File: src/rtl/cordic_pkg.sv
// Shared constants, FSM state type and arctangent table for the CORDIC vectoring block.
// Angles are degrees scaled by 2^16; centidegree constants serve the quadrant fold.
package cordic_pkg;

  localparam int unsigned KInv    = 39797;
  localparam int unsigned Cdeg90  = 9000;
  localparam int unsigned Cdeg180 = 18000;
  localparam int unsigned Cdeg360 = 36000;

  typedef enum logic [1:0] {
    StIdle,
    StRot,
    StPost
  } state_e;

  // atan(2^-i) in degrees * 2^16, rounded to nearest.
  function automatic logic [31:0] atan_lut(input logic [3:0] idx);
    logic [31:0] val;
    case (idx)
      4'd0:    val = 32'd2949120;
      4'd1:    val = 32'd1740967;
      4'd2:    val = 32'd919879;
      4'd3:    val = 32'd466945;
      4'd4:    val = 32'd234379;
      4'd5:    val = 32'd117304;
      4'd6:    val = 32'd58666;
      4'd7:    val = 32'd29335;
      4'd8:    val = 32'd14668;
      4'd9:    val = 32'd7334;
      4'd10:   val = 32'd3667;
      4'd11:   val = 32'd1833;
      4'd12:   val = 32'd917;
      4'd13:   val = 32'd458;
      4'd14:   val = 32'd229;
      default: val = 32'd115;
    endcase
    return val;
  endfunction

endpackage

File: src/rtl/cordic_quadrant_fold.sv
// Maps a first-quadrant angle (0..9000 centidegrees) plus input sign bits to a full-circle
// phase in 0..35999 centidegrees.
module cordic_quadrant_fold
  import cordic_pkg::*;
(
  input  logic [13:0] a_i,
  input  logic        qx_i,
  input  logic        qy_i,
  output logic [15:0] angle_o
);

  logic [15:0] a_ext;
  logic [15:0] sum;

  always_comb begin
    a_ext = {2'b00, a_i};
    unique case ({qx_i, qy_i})
      2'b00: sum = a_ext;
      2'b10: sum = 16'(Cdeg180) - a_ext;
      2'b11: sum = 16'(Cdeg180) + a_ext;
      2'b01: sum = 16'(Cdeg360) - a_ext;
    endcase
    angle_o = (sum == 16'(Cdeg360)) ? 16'd0 : sum;
  end

endmodule

File: src/rtl/cordic_vectoring.sv
// Iterative CORDIC vectoring: (x, y) -> phase in centidegrees and magnitude.
// Define CORDIC_VEC_ROUND_EN for round-half-up of angle and magnitude instead of truncation.
module cordic_vectoring
  import cordic_pkg::*;
#(
  parameter int unsigned Iter = 16,
  parameter int unsigned Frac = 16
) (
  input  logic        clk,
  input  logic        rst_n,
  input  logic        start_i,
  input  logic [7:0]  x_i,
  input  logic [7:0]  y_i,
  output logic        busy_o,
  output logic        done_o,
  output logic [15:0] angle_o,
  output logic [8:0]  mag_o
);

  localparam int FracShift = int'(Frac) - 16;

`ifdef CORDIC_VEC_ROUND_EN
  localparam logic signed [39:0] RndA = 40'sd1 <<< (Frac - 1);
  localparam logic signed [47:0] RndM = 48'sd1 <<< (Frac + 15);
`else
  localparam logic signed [39:0] RndA = '0;
  localparam logic signed [47:0] RndM = '0;
`endif

  state_e             state_q;
  logic signed [31:0] x_q, y_q, z_q;
  logic signed [31:0] x_d, y_d, z_d;
  logic [3:0]         cnt_q;
  logic               qx_q, qy_q, zero_q;
  logic               done_q;
  logic [15:0]        angle_q;
  logic [8:0]         mag_q;

  logic signed [8:0]  x_sx, y_sx;
  logic [8:0]         x_abs, y_abs;
  logic [31:0]        atan_raw;
  logic signed [31:0] atan_i;
  logic signed [39:0] a_prod, a_sh;
  logic signed [47:0] m_prod, m_sh;
  logic [13:0]        a_clamp;
  logic [8:0]         m_val;
  logic [15:0]        angle_fold;

  // Sign-extend before abs so -128 maps to +128.
  always_comb begin
    x_sx  = {x_i[7], x_i};
    y_sx  = {y_i[7], y_i};
    x_abs = x_sx[8] ? -x_sx : x_sx;
    y_abs = y_sx[8] ? -y_sx : y_sx;
  end

  always_comb begin
    atan_raw = atan_lut(cnt_q);
    if (FracShift >= 0) atan_i = $signed(atan_raw) <<< FracShift;
    else                atan_i = $signed(atan_raw) >>> (-FracShift);
    if (!y_q[31]) begin
      x_d = x_q + (y_q >>> cnt_q);
      y_d = y_q - (x_q >>> cnt_q);
      z_d = z_q + atan_i;
    end else begin
      x_d = x_q - (y_q >>> cnt_q);
      y_d = y_q + (x_q >>> cnt_q);
      z_d = z_q - atan_i;
    end
  end

  always_comb begin
    a_prod = $signed({{8{z_q[31]}}, z_q}) * $signed(40'd100);
    a_sh   = (a_prod + RndA) >>> Frac;
    // Residual rotation can leave z just outside 0..90 degrees; all-zero input
    // spins z to ~100 degrees and is forced to zero.
    if (zero_q || a_sh < 0)                  a_clamp = 14'd0;
    else if (a_sh > $signed(40'(Cdeg90)))    a_clamp = 14'(Cdeg90);
    else                                     a_clamp = a_sh[13:0];

    m_prod = $signed({{16{x_q[31]}}, x_q}) * $signed(48'(KInv));
    m_sh   = (m_prod + RndM) >>> (Frac + 16);
    if (m_sh < 0)                    m_val = 9'd0;
    else if (m_sh > 48'sd511)        m_val = 9'd511;
    else                             m_val = m_sh[8:0];
  end

  cordic_quadrant_fold u_fold (
    .a_i     (a_clamp),
    .qx_i    (qx_q),
    .qy_i    (qy_q),
    .angle_o (angle_fold)
  );

  always_ff @(posedge clk or negedge rst_n) begin
    if (!rst_n) begin
      state_q <= StIdle;
      x_q     <= '0;
      y_q     <= '0;
      z_q     <= '0;
      cnt_q   <= '0;
      qx_q    <= 1'b0;
      qy_q    <= 1'b0;
      zero_q  <= 1'b0;
      done_q  <= 1'b0;
      angle_q <= '0;
      mag_q   <= '0;
    end else begin
      done_q <= 1'b0;
      unique case (state_q)
        StIdle: begin
          if (start_i) begin
            x_q     <= 32'(x_abs) << Frac;
            y_q     <= 32'(y_abs) << Frac;
            z_q     <= '0;
            cnt_q   <= '0;
            qx_q    <= x_i[7];
            qy_q    <= y_i[7];
            zero_q  <= (x_i == 8'd0) && (y_i == 8'd0);
            state_q <= StRot;
          end
        end
        StRot: begin
          x_q   <= x_d;
          y_q   <= y_d;
          z_q   <= z_d;
          cnt_q <= cnt_q + 4'd1;
          if (cnt_q == 4'(Iter - 1)) state_q <= StPost;
        end
        StPost: begin
          angle_q <= angle_fold;
          mag_q   <= m_val;
          done_q  <= 1'b1;
          state_q <= StIdle;
        end
        default: state_q <= StIdle;
      endcase
    end
  end

  assign busy_o  = (state_q != StIdle);
  assign done_o  = done_q;
  assign angle_o = angle_q;
  assign mag_o   = mag_q;

endmodule
File: config.mk
export PLATFORM = sky130hd
export DESIGN_NAME = cordic_vectoring
export DESIGN_NICKNAME = d
export VERILOG_FILES = /design/src/rtl/cordic_pkg.sv /design/src/rtl/cordic_quadrant_fold.sv /design/src/rtl/cordic_vectoring.sv
export SDC_FILE = /design/constraint.sdc
export NUM_CORES = 2
export LEC_CHECK = 0
export CORE_MARGIN = 2
export CORE_UTILIZATION = 40
export CTS_CLUSTER_SIZE = 28
export DETAILED_ROUTE_END_ITERATION = 6
export GPL_TIMING_DRIVEN = 1
export PLACE_DENSITY = 0.59
export RECOVER_POWER = 50
export SLEW_MARGIN = 20
export SYNTH_ARGS = -nofsm -noshare
export SYNTH_HDL_FRONTEND = slang
export SYNTH_HIERARCHICAL = 1
export SYNTH_SLANG_ARGS = --single-unit
File: constraint.sdc
create_clock -name clk -period 18 [get_ports clk]
set_input_delay 4.5 -clock clk [delete_from_list [all_inputs] [get_ports clk]]
set_output_delay 4.5 -clock clk [all_outputs]
set_load 0.01 [all_outputs]
==> run metrics <==
status finished with violations; failing checks max-capacitance violations, max-slew violations; post-route cell area 31,800 µm²; grt met2 use 34.7%; routed via count roughly 24k; met1 Use GR 27.7%; clock sinks 131; diode count 0; Non-Filler Instances approximately 4.4k; # DRC 0; cts repair resizes 0; commonest non-fill, non-tap cells in the layout inv_1 (583), ha_1 (437), fa_1 (260); clk_skew between 20 and 25 ps; CP bufs+invs 2; type of origin of the critical path primary input; dpl hpwl 61,300 µm; die area about 77,000 µm²; CP top delay family buffers and inverters; Crit path top cell by count clkbuf_1; core area between 70,000 and 80,000 µm²; Starting Density ~40%; Num CTS Buffers 17; Initial DRC Count 1,541; Reg clk slew, reported paths 60 ps; crit-path max FO 77; wire length per cell between 15 and 20 µm; Seq cells post-synth approximately 130; Detail Route Antenna Nets 0; Root Buffer clkbuf_16; Netlist cell types 99; # nets final 4,129; # IOs 46; global-route wire length before repair about 130,000 µm; most common cell after layout, fill and taps aside inv_1; synthesized cell area 29,900 µm²; worst min path class reg2reg; row count 100; Setup violations, final 0; GR peak layer met2; Setup CP Type in2async; Synth warnings 6; initial antenna violation count 1; Syn Inst Count 3,462; Tmin final 10,720 ps; Final Hold Vio Count 0; Top FF cell, synth dfrtp_1; Overflow after GRT 0; area delta synth->final 6.22%; number of flops mapped to enable cells by yosys 0; CTS tree built; Max-Cap Viols 5; I/O Buffers 45; Req. time, crit path about 17,000 ps; Post-CTS Setup Repair Bufs 0; setup tns final 0 ps; Post-synth ARST share 100%; max incr delay on CP around 3200 ps; M3 GR Usage between 2 and 2.5%; actual slew at the worst max-slew pin 4590 ps; syn_nets approximately 4.2k; utilization after layout 42.8%; RSZ-0062 raised after global routing no; CP endpoint kind asynchronous set/reset pin; WP data arrival slightly above 10,000 ps; layout cells sized above 1 5.87%; vias per cell approximately 5.5; syn avg cell area 8.64 µm²; clk_lat worst skew 480 ps; vias in the first global route around 24k; router iterations before antenna repair 6; Max-slew headroom -206%; register area share after synthesis a little over a tenth; Final period util 59.5%; largest net degree at the start of global routing between 100 and 150; Tot GR Track Use 20.4%; f_max roughly 93 MHz; RD Place Congestion 0.878; Max Slew Vio Count between 200 and 300; CP Cell Sequence clkbuf_1, clkbuf_1; Area after DPL 31,200 µm²; Die Width 277 µm; H-Tree Level Count 4; Chip Height roughly 280 µm; Routed WL about 78,000 µm; Hold-fix buffers, CTS 0; Slowest-stage cell, CP clkbuf_1; placed cell count 4,362; clock tree buffer depth 2
-- layer usage --
layer	up-vias	routed length (µm)
met5	-	13
met4	2	1610
met3	70	2910
met2	501	37800
met1	11800	35300
li1	11800	-
-- final timing paths --
kind | from | endpoint | slack (ps) | depth (start not counted)
max | rst_n | cnt_q[3]$_DFFE_PN0P_ | 7280 | 2
min | angle_o[3]$_DFFE_PN0P_ | angle_o[3]$_DFFE_PN0P_ | 510 | 1
max reg2reg | cnt_q[0]$_DFFE_PN0P_ | x_q[31]$_DFFE_PN0P_ | 8890 | 22
min reg2reg | angle_o[3]$_DFFE_PN0P_ | angle_o[3]$_DFFE_PN0P_ | 510 | 1
max in group clk | cnt_q[0]$_DFFE_PN0P_ | x_q[31]$_DFFE_PN0P_ | 8890 | 22
min in group asynchronous | rst_n | z_q[1]$_DFFE_PN0P_ | 5680 | 1
-- synthesized netlist by cell type (all sizes together) (13+ instances only) --
cell type,n,area share [%]
o22ai,21,0.44
buf,49,0.98
mux2,36,1.4
a31oi,36,0.75
xnor2,120,3.5
o21a,27,0.68
nor2b,33,0.69
nor3,54,0.90
a21oi,226,3.8
inv,587,7.4
a211oi,19,0.48
and3,26,0.55
xor2,107,3.1
a21o,80,2.0
o31ai,23,0.58
o21bai,17,0.43
mux2i,52,1.8
nand2,229,2.9
o211ai,23,0.58
dfrtp,131,11
nand2b,31,0.65
ha,437,18
mux4,75,5.7
and2,16,0.34
nor2,173,2.2
nand3,96,1.6
o21ai,193,3.2
nand4,19,0.42
fa,260,17
nor4,13,0.32
clkbuf,82,1.0
-- per-stage QoR --
| step | hold WS, ps | setup WS [ps] |
|---|---|---|
| 2_1_floorplan | 448 | 11280 |
| 3_3_place_gp | 495 | 10270 |
| 3_5_place_dp | 496 | 10080 |
| 4_1_cts | 510 | 10030 |
| 5_1_grt | 518 | 5940 |
| 6_report | 506 | 7280 |
-- state kept, by name, summed over array words and instances, names as in the netlist --
name	count
y_q	32
done_o	1
qx_q	1
zero_q	1
cnt_q	4
mag_o	9
qy_q	1
state_q	2
x_q	32
z_q	32
angle_o	16
-- cell families after synthesis --
| kind of cell | after synthesis | synth area share [%] |
|---|---|---|
| simple gates | 749 | 12.1 |
| compound gates | 777 | 16.4 |
| mux | 163 | 8.88 |
| xor+xnor | 227 | 6.64 |
| buf+inv | 718 | 9.38 |
| flops | 131 | 11.0 |
| fa+ha+maj | 697 | 35.7 |
-- layout make-up --
type,instances,area (µm²)
timing repair buffer,63,577
inverter,587,2200
fill,7424,42400
sequential,131,3290
clock buffer,22,464
tap,969,1210
clock inverter,10,156
multi-input combinational,2613,23900
Power is not shown: default switching activity piles up to over one toggle a cycle in this logic, so the estimate is an artifact.
